==> config.mk <==
export PLATFORM = sky130hd
export DESIGN_NAME = spi_master_tx
export DESIGN_NICKNAME = d
export VERILOG_FILES = /design/src/rtl/spi_master_tx.sv
export SDC_FILE = /design/constraint.sdc
export NUM_CORES = 1
export LEC_CHECK = 0
export ABC_AREA = 1
export CAP_MARGIN = 20
export CORE_ASPECT_RATIO = 1.1
export CORE_UTILIZATION = 35
export CTS_BUF_LIST = sky130_fd_sc_hd__clkbuf_4
export CTS_CLUSTER_SIZE = 40
export DETAILED_ROUTE_END_ITERATION = 10
export PLACE_DENSITY_LB_ADDON = 0.3
export SYNTH_ARGS = -nofsm -noshare
export SYNTH_HDL_FRONTEND = slang
export SYNTH_SLANG_ARGS = --single-unit
==> constraint.sdc <==
create_clock -name clk -period 2.9 [get_ports clk]
set_clock_uncertainty 0.1 [all_clocks]
set_input_delay 0.725 -clock clk [delete_from_list [all_inputs] [get_ports clk]]
set_output_delay 0.725 -clock clk [all_outputs]
set_load 0.01 [all_outputs]
==> src/rtl/spi_master_tx.sv <==
// Mode-0 SPI master: one byte per chip-select frame, MSB first.
// Captures miso full-duplex and strobes the received byte on rx_val.
module spi_master_tx #(
    parameter int DIV = 4
) (
    input  logic       clk,
    input  logic       rst,
    input  logic [7:0] data_in,
    input  logic       val,
    output logic       rdy,
    output logic       cs,
    output logic       sclk,
    output logic       mosi,
    input  logic       miso,
    output logic [7:0] rx_data,
    output logic       rx_val
);

    typedef enum logic [2:0] {
        IDLE,
        SETUP,
        HIGH,
        LOW,
        HOLD,
        GAP
    } state_t;

    localparam logic [7:0] PH_MAX = 8'(DIV - 1);

    state_t     state, state_n;
    logic [7:0] phase, phase_n;
    logic [2:0] bit_cnt, bit_n;
    logic [7:0] tx_sr, tx_n;
    logic [7:0] rx_sr, rx_n;
    logic       cs_n, sclk_n, mosi_n, rdy_n;
    logic [7:0] rx_data_n;
    logic       rx_val_n;
    logic       miso_s1, miso_s2;
    logic       ph_last;

    assign ph_last = (phase == PH_MAX);

    always_ff @(posedge clk) begin
        if (rst) begin
            state   <= IDLE;
            phase   <= 8'd0;
            bit_cnt <= 3'd0;
            tx_sr   <= 8'd0;
            rx_sr   <= 8'd0;
            cs      <= 1'b1;
            sclk    <= 1'b0;
            mosi    <= 1'b0;
            rdy     <= 1'b0;
            rx_data <= 8'd0;
            rx_val  <= 1'b0;
            miso_s1 <= 1'b0;
            miso_s2 <= 1'b0;
        end else begin
            state   <= state_n;
            phase   <= phase_n;
            bit_cnt <= bit_n;
            tx_sr   <= tx_n;
            rx_sr   <= rx_n;
            cs      <= cs_n;
            sclk    <= sclk_n;
            mosi    <= mosi_n;
            rdy     <= rdy_n;
            rx_data <= rx_data_n;
            rx_val  <= rx_val_n;
            miso_s1 <= miso;
            miso_s2 <= miso_s1;
        end
    end

    always_comb begin
        state_n   = state;
        phase_n   = phase + 8'd1;
        bit_n     = bit_cnt;
        tx_n      = tx_sr;
        rx_n      = rx_sr;
        cs_n      = cs;
        sclk_n    = sclk;
        mosi_n    = mosi;
        rdy_n     = rdy;
        rx_data_n = rx_data;
        rx_val_n  = 1'b0;
        unique case (state)
            IDLE: begin
                phase_n = 8'd0;
                rdy_n   = 1'b1;
                if (val && rdy) begin
                    state_n = SETUP;
                    tx_n    = {data_in[6:0], 1'b0};
                    bit_n   = 3'd0;
                    cs_n    = 1'b0;
                    mosi_n  = data_in[7];
                    rdy_n   = 1'b0;
                end
            end
            SETUP: begin
                if (ph_last) begin
                    state_n = HIGH;
                    phase_n = 8'd0;
                    sclk_n  = 1'b1;
                end
            end
            HIGH: begin
                if (ph_last) begin
                    rx_n    = {rx_sr[6:0], miso_s2};
                    sclk_n  = 1'b0;
                    phase_n = 8'd0;
                    if (bit_cnt == 3'd7) begin
                        state_n = HOLD;
                    end else begin
                        // next bit leaves on the falling edge
                        state_n = LOW;
                        bit_n   = bit_cnt + 3'd1;
                        mosi_n  = tx_sr[7];
                        tx_n    = {tx_sr[6:0], 1'b0};
                    end
                end
            end
            LOW: begin
                if (ph_last) begin
                    state_n = HIGH;
                    phase_n = 8'd0;
                    sclk_n  = 1'b1;
                end
            end
            HOLD: begin
                if (ph_last) begin
                    state_n   = GAP;
                    phase_n   = 8'd0;
                    cs_n      = 1'b1;
                    mosi_n    = 1'b0;
                    rx_data_n = rx_sr;
                    rx_val_n  = 1'b1;
                end
            end
            GAP: begin
                if (ph_last) begin
                    state_n = IDLE;
                    phase_n = 8'd0;
                    rdy_n   = 1'b1;
                end
            end
            default: begin
                state_n = IDLE;
                phase_n = 8'd0;
            end
        endcase
    end

endmodule

==> results.md <==
- The library cell used most frequently in the layout, excluding fill and tap cells, is nand2_1.
- By area the synthesized netlist is led by dfxtp_1 (46%), nand2_1 (15%), nor2_1 (10%).
- The global-route usage over all layers is 13.2%.
- The proportion of layout cells with a drive suffix above 1 is 8.05%.
- The count of cells in the finished layout, fillers not included, comes to 370.
- The first-pass GRT wire length is 5940 um.
- Clock tree synthesis inserted a total of 5 buffers.
- Among all stages on the critical path, the largest delay is contributed by clkdlybuf4s50_1.
- The clock transition at the registers of the reported paths is 0.13 ns.
- The number of diodes is 0.
- Entering global routing, the biggest net connects 21 pins.
- The number of levels in the clock H-tree is 2.
- Across the VDD grid, the largest voltage drop is 0.340 mV.
- The count of placed standard cells including taps is 362.
- Compared with the post-synthesis result, the final layout area differs by 20.4%.
- The ratio of routed vias to standard cells is 4.35.
- The synthesized netlist devotes 32.4% of its cell area to simple gates.
- The net count of the finished layout is 312.
- In the routed design, unresolved DRC markers number 0.
- Data on the critical path is required at its endpoint by 2.08 ns.
- The final-report hold violation count is 0.
- The final RePlAce weighted congestion is 0.784.
- Buffers inserted to repair hold after CTS numbered 0.
- The setup TNS after final layout is 0 ns.
- The synthesis warning total is 0.
- After synthesis the netlist holds a flip-flop and latch count of 44.
- The part of the Yosys area used for sequential elements is 46.0%.
- Before CTS, the worst setup slack after placement is 0.645 ns.
- The DRC violation total after the first TritonRoute iteration is 73.
- A synthesized cell averages 7.09 um2.
- The wire length per cell is 9.08 um.
- The number of nets in the synthesized netlist is 285.
- The critical path goes through clkdlybuf4s50_1.
- The cell family contributing the most delay on the critical path is buffers and inverters.
- In the final layout, the multi-input gates occupy 880 um2.
- The XOR/XNOR share of the synthesized area is 1.83%.
- The detailed-routed wire length on met3 is 125 um.
- The leakage component of the power is 1.08 nW.
- Setup repair after global routing left no endpoint under its margin.
- Once detail routing completed, the nets flagged for antenna violations numbered 0.
- In this run the core area contains 27 standard-cell rows.
- The final worst-path cycle share is 72.1%.
- After synthesis, the largest family of logic cells by area is simple AND/OR/NAND/NOR gates.
- The synthesized netlist contains 22 unique library cells.
- Once routing completed, OpenROAD measured the worst setup slack at 0.809 ns.
- Buffers placed on the I/O ports in this run total 24.
- The class of the most critical hold timing path is register to register.
- The worst setup path is launched from a register.
- The area share of the largest cell type after synthesis is 46.0%.
- The stage delay of the slowest cell on the critical path is 0.55 ns.
- The final count of pins violating max slew came to 0.
- The die covers 5770 um2.
- In this run the horizontal extent of the chip is 72.5 um.
- STA classifies the critical path endpoint as an output port.
- The vias after detailed routing is 1608.
- For the worst-skew pair, the clock arrives at the later sink with an insertion delay of 0.36 ns.
- TritonCTS built the clock tree.
- The highest metal layer carrying signal wires in the routed design is met4.
- Power comes to 1.86 mW.
- Of all nets on the critical path, the largest fanout is 2.
- The type of the worst setup path is register to output port.
- The final setup violation count is 0.
- The number of buffers and inverters on the critical path is 1.
- The via count of the first global-routing pass is 1392.
- The worst pin sits at a relative slew slack of 75.4%.
- The total I/O pin count is 25.
- Measured along the y axis, the die boundary spans 79.6 um.
- The adder-cell area share of the yosys netlist is 1.96%.
- The number of cells upsized or downsized after cts is 0.
- In this run the standard cell core region covers 5130 um2.
- The number of setup buffers added after CTS is 0.
- Hold is met by 0.315 ns.
- The total global routing overflow is 0.
- The initial antenna violation count is 0.
- The clock root buffer is clkbuf_4.
- The number of clock sinks seen by CTS is 44.
- The cell area after technology mapping is 1910 um2.
- The sequential standard cell area is 881 um2.
- For the finished layout, the period the worst path requires is 2.09 ns.
- The routed metal-1 wirelength is 1770 um.
- Data arrives at the worst endpoint at 1.27 ns.
- The tool flagged a number of max-cap violations equal to 0.
- The total power density per cell area is 809 nW/um2.
- The run finished with clean final reports.
- After detailed routing, the total wire length is 3360 um.
- Counting the fill cells in the layout gives 550.
- The synthesized netlist devotes 9.74% of its cell area to compound gates.
- The worst-case clock buffer depth is 2.
- In the synthesized netlist the dominant register cell turns out to be dfxtp_1.
- The met2 wire length is 1430 um.
- Before antenna repair, the detailed router went through 4 iterations.
- For the pin with the worst max-slew slack, the measured transition is 0.369 ns.
- The library cells used most frequently in the layout, excluding fill and tap cells, are nand2_1 (74), nor2_1 (51), dfxtp_1 (44).
- The maximum clock rate is 0.478 GHz.
- The share of async-settable or async-resettable flops after synthesis is 0%.
- The number of synthesized flops with an enable pin is 0.
- Of all cell types, the one taking the most synthesized area is dfxtp_1.
- The detailed placer's ending HPWL is 2400 um.
- The initial standard-cell utilization of the core is 37.3%.
- The share of synthesized area spent on multiplexers is 0%.
- The post-synthesis instance total is 270.
final timing paths:
check | from | end | slack [ns] | cells after the start
max | mosi | mosi | 0.81 | 1
min | miso_s1 | miso_s2 | 0.31 | 2
max reg2reg | phase[0] | bit_cnt[1] | 1.11 | 8
min reg2reg | miso_s1 | miso_s2 | 0.31 | 2
registers in the layout (all words and copies together), names as in the netlist, 3 cells and up:
register  count
phase         8
rx_data       8
rx_sr         8
tx_sr         7
bit_cnt       3
state         3
metal layers:
layer | vias to the layer above | track usage, %
li1 | 892 | -
met1 | 679 | 17.6
met2 | 33 | 20.3
met3 | 4 | 3.41
met4 | 0 | 4.71
met5 | - | 0
cell type report:
type	count	share of cell area (%)
multi-input combinational	189	38.2
sequential	44	38.2
tap	72	3.91
timing repair buffer	25	10.7
clock inverter	3	2.01
clock buffer	5	1.63
inverter	32	5.32
Yosys cell counts (2+ instances only):
cell,number
dfxtp_1,44
nor2_8,2
xor2_1,3
nor3_1,2
nor2_1,51
nand2_1,74
inv_2,6
inv_1,25
a21oi_1,11
ha_1,3
nand3_1,10
nand2_4,2
buf_2,4
o21ai_0,24
nor2_2,2
through the flow:
stage | utilization [%] | cell area, um2
2_1_floorplan | - | 1910
3_3_place_gp | 43.3 | 2220
3_5_place_dp | 43.3 | 2220
4_1_cts | 44.9 | 2300
5_1_grt | 44.9 | 2300
6_report | 44.9 | 2300
cell families after synthesis:
family / count (synthesis)
simple gates: 145
flops: 44
compound gates: 37
buf+inv: 37
xor+xnor: 4
fa+ha+maj: 3
power breakdown:
| group | switching, mW | internal [mW] | total [mW] |
|---|---|---|---|
| registers | 0.0550 | 0.719 | 0.774 |
| logic | 0.452 | 0.245 | 0.697 |
| clock network | 0.208 | 0.184 | 0.392 |
| total | 0.715 | 1.15 | 1.86 |
(Power assumes the default switching activity.)
==> variant 1, RTL diff (same settings) <==
Take the reset off `tx_sr` and load it in a clocked block of its own.
--- a/src/rtl/spi_master_tx.sv
+++ b/src/rtl/spi_master_tx.sv
@@ -47,3 +47,2 @@
             bit_cnt <= 3'd0;
-            tx_sr   <= 8'd0;
             rx_sr   <= 8'd0;
@@ -61,3 +60,2 @@
             bit_cnt <= bit_n;
-            tx_sr   <= tx_n;
             rx_sr   <= rx_n;
@@ -72,2 +70,6 @@
         end
+    end
+
+    always_ff @(posedge clk) begin
+        tx_sr <= tx_n;
     end
Formal check against the unedited RTL: same outputs for any inputs over 10 cycles, from zero or initial values and one cycle with rst high; that may be too few to reach the edited logic, so the function may still have changed.
==> variant 1 against the unedited design <==
The flow now finishes with violations (design-rule violations). Wire length shrank 9.8%. Sequential cell count is the same. Register-to-register slack gained 140 ps. Design area is 4.8% lower. Cell count down 14%. Area after synthesis is 3.2% lower. Setup slack worse by 6.5 ps. Power is 9.4% lower. Count of clock-buffer cells in the layout unchanged.
==> variant 1: results <==
export IMPL_status="finished with violations"
export IMPL_failed_checks="design-rule violations"
export IMPL_first_iter_violations=74
export IMPL_cts_inserted_buffers=5
export IMPL_hpwl_um=2250
export IMPL_nNetsFinal=276
export IMPL_grt_pass1_wl_um=5450
export IMPL_r2r_setup_slack_ps=1250
export IMPL_crit_slowest_cell="clkdlybuf4s50_1"
export IMPL_worstSkewPairLatency_ps=350
export IMPL_detailedPlace_worstSlack_ps=549
export IMPL_grt_max_degree=17
export IMPL_synth_edf_count=7
export IMPL_num_vias=1443
export IMPL_leakage_nw=0.941
export IMPL_wl_met2_um=1350
export IMPL_netlist_top_cells_count="62 x nand2_1, 37 x dfxtp_1, 34 x nor2_1"
export IMPL_min_to="miso_s2"
export IMPL_synth_nets=248
export IMPL_r2r_cells=7
export IMPL_peakVddDrop_mv=0.385
export IMPL_synth_area_leaders="dfxtp_1 40%, nand2_1 13%, edfxtp_1 11%"
export IMPL_finalWorstSetupSlack_ps=803
export IMPL_grt_usage=0.124
export IMPL_route_detailed_drc=3
export IMPL_drt_pass1_iterations=9
export IMPL_synth_cells=233
export IMPL_timing_rr_start="state[2]"
export IMPL_grt_pass1_vias=1253
export IMPL_fill_cells=499
export IMPL_worstReg2RegEnd="tx_sr[5]"
export IMPL_routed_wl_um=3030
export IMPL_crit_fanout=3
export IMPL_layout_cells_non_filler=320
export IMPL_worstPathArrival_ps=1270
export IMPL_worstMarginPinSlew_ps=427
export IMPL_drt_met1_wl_um=1510
export IMPL_synth_top_area_frac=0.400
export IMPL_wl_met3_um=125
export IMPL_ys_seq_area_frac=0.513
export IMPL_ys_types=26
export IMPL_placed_cells=312
export IMPL_highest_layer="met4"
export IMPL_yosys_warnings=0
export IMPL_hp_class="reg2reg"
export IMPL_drive_above_1_share=0.111
export IMPL_gp_congestion=0.769
## variant 1: cell types whose count changed after synthesis, moves of 4 or more
| cell | delta |
|---|---|
| edfxtp_1 | +7 |
| nor2_1 | -17 |
| dfxtp_1 | -7 |
| nand2_1 | -12 |
| inv_1 | -4 |
| o21ai_1 | +4 |
| o21ai_0 | -13 |
| nand2_2 | +5 |
| buf_2 | -4 |
## variant 1: worst max-delay path by stage
stage | to | startpoint | cells after the start
after floorplan | tx_sr[1] | val | 6
after global placement | rx_data[2] | rst | 6
after detailed placement | rx_data[4] | rst | 6
after CTS | rdy | rdy | 1
after global routing | rdy | rdy | 1
final | rdy | rdy | 1
## variant 1: through the flow
step	hold slack (ps)	cell area, um^2
global route	360	2190
CTS	318	2190
floorplan	288	1850
finish	315	2190
global placement	292	2140
detailed placement	300	2140
## variant 1: metal layers
layer / track usage / vias up
met4: 0.0540 / 0
met2: 0.182 / 29
met5: 0 / -
met1: 0.167 / 623
met3: 0.0385 / 4
li1: - / 787
## variant 1: cell families after synthesis
family                     Yosys count  synth area share
adders and majority gates            3            0.0203
buffers and inverters               31            0.0722
and+or+nand+nor                    122             0.294
AOI/OAI and AO/OA                   29            0.0817
DFF                                 44             0.513
xor gates and xnor gates             4            0.0189
## variant 1: power breakdown
part           internal, W  leakage, nW  switching [W]
logic             0.000222        0.547       0.000380
clock network    0.0000924       0.0292       0.000196
registers         0.000728        0.365      0.0000692
## variant 1: final cells by class
cell class	count	area [um^2]	area share
Sequential cell	44	951	0.433
Multi-Input combinational cell	158	768	0.350
Timing Repair Buffer	24	240	0.109
Inverter	28	108	0.0490
Tap cell	58	72.6	0.0331
Clock buffer	5	37.5	0.0171
Clock inverter	3	17.5	0.00798
==> variant 2, RTL diff (same settings) <==
Made on the original files. Make the reset (`rst`) asynchronous in one clocked block.
--- a/src/rtl/spi_master_tx.sv
+++ b/src/rtl/spi_master_tx.sv
@@ -42,3 +42,3 @@
 
-    always_ff @(posedge clk) begin
+    always_ff @(posedge clk or posedge rst) begin
         if (rst) begin
Function: differs if rst is asserted again (counterexample within 4 cycles, from zero or initial values and one cycle with rst high); with rst held inactive, the same outputs for 10 cycles.
==> variant 2 against the unedited design <==
First-iteration DRC count decreased by 1.4%. Wire length increased by 13%. Count of clock-buffer cells in the layout unchanged. Design area rose by 7.5%. Sequential cell count did not move. Setup slack worse by 170 ps. Non-clock buffer count is the same. Power rose by 9.2%. Area after synthesis up 8.8%. Synthesized cell count is 9.6% lower.
==> variant 2: results <==
export IMPL_status="finished, final reports clean"
export IMPL_first_iter_violations=72
export IMPL_drive_above_1_share=0.117
export IMPL_synth_compound_area_frac=0.0697
export IMPL_timing_rr_start="bit_cnt[0]"
export IMPL_clock_power_w=0.000383
export IMPL_min_from="miso_s1"
export IMPL_synth_xor_area_share=0.0126
export IMPL_synth_area_leaders="dfrtp_1 52%, nand2_1 15%, inv_1 4.5%"
export IMPL_switching_power_w=0.000819
export IMPL_synth_nets=259
export IMPL_ys_seq_area_frac=0.529
export IMPL_async_flop_share=1.00
export IMPL_dieArea_um2=6260
export IMPL_grt_pass1_vias=1506
export IMPL_hpwl_um=2740
export IMPL_grt_met2_usage=0.226
export IMPL_peakVddDrop_mv=0.370
export IMPL_ys_types=23
export IMPL_min_to="miso_s2"
export IMPL_drt_met1_wl_um=1770
export IMPL_yosys_warnings=0
export IMPL_r2r_setup_slack_ps=1040
export IMPL_grt_max_degree=24
export IMPL_p_per_area_nw_per_um2=821
export IMPL_detailedPlace_worstSlack_ps=598
export IMPL_holdPathStages=0
export IMPL_leakage_nw=1.23
export IMPL_crit_slowest_cell="dfstp_2"
export IMPL_placed_cells=342
export IMPL_largest_registers="phase x8, rx_data x8, rx_sr x8"
export IMPL_gp_congestion=0.777
export IMPL_synthAdderAreaFrac=0.0180
export IMPL_worstPathArrival_ps=1430
export IMPL_nNetsFinal=287
export IMPL_grt_pass1_wl_um=6750
export IMPL_crit_family="flip-flops"
export IMPL_grt_usage=0.139
export IMPL_synth_cells=244
export IMPL_use_met1=0.180
export IMPL_wl_met3_um=157
export IMPL_routedWlPerCell_um=10.9
export IMPL_wl_met2_um=1850
export IMPL_routed_wl_um=3800
export IMPL_worstReg2RegEnd="tx_sr[4]"
export IMPL_worstMarginPinSlew_ps=798
export IMPL_power_combinational_w=0.000785
export IMPL_highest_layer="met4"
==> variant 2: changes by cell type after synthesis, moves of 3 or more <==
cell     change
buf_2        -4
dfrtp_1     +43
nor2_4       +4
nand2_1     +11
nand4_1      +4
nor2_1      -30
o21ai_0     -13
a21oi_1      -9
o21ai_2      +8
inv_2        -3
dfxtp_1     -44
nand2_2      +3
==> variant 2: worst max path at each step <==
stage	start	end	slack (ps)	depth (start not counted)
floorplan	rst	bit_cnt[0]	1050	1
global placement	val	tx_sr[1]	670	8
detailed placement	val	tx_sr[4]	600	8
CTS	cs	cs	620	1
global route	cs	cs	610	1
finish	cs	cs	640	1
==> variant 2: cell type report <==
type,instances,area [um^2]
inverters,28,105
repair buffers,25,260
clock inverters,3,42.5
fillers,584,3290
flip-flops and latches,44,1100
multi-input cells,168,833
well taps,77,96.3
clock buffers,5,37.5
==> variant 2: stage by stage <==
stage,instance area [um^2],hold slack (ps)
floorplan,2080,231
CTS,2480,266
detailed placement,2400,236
global placement,2400,237
global route,2480,280
finish,2480,263
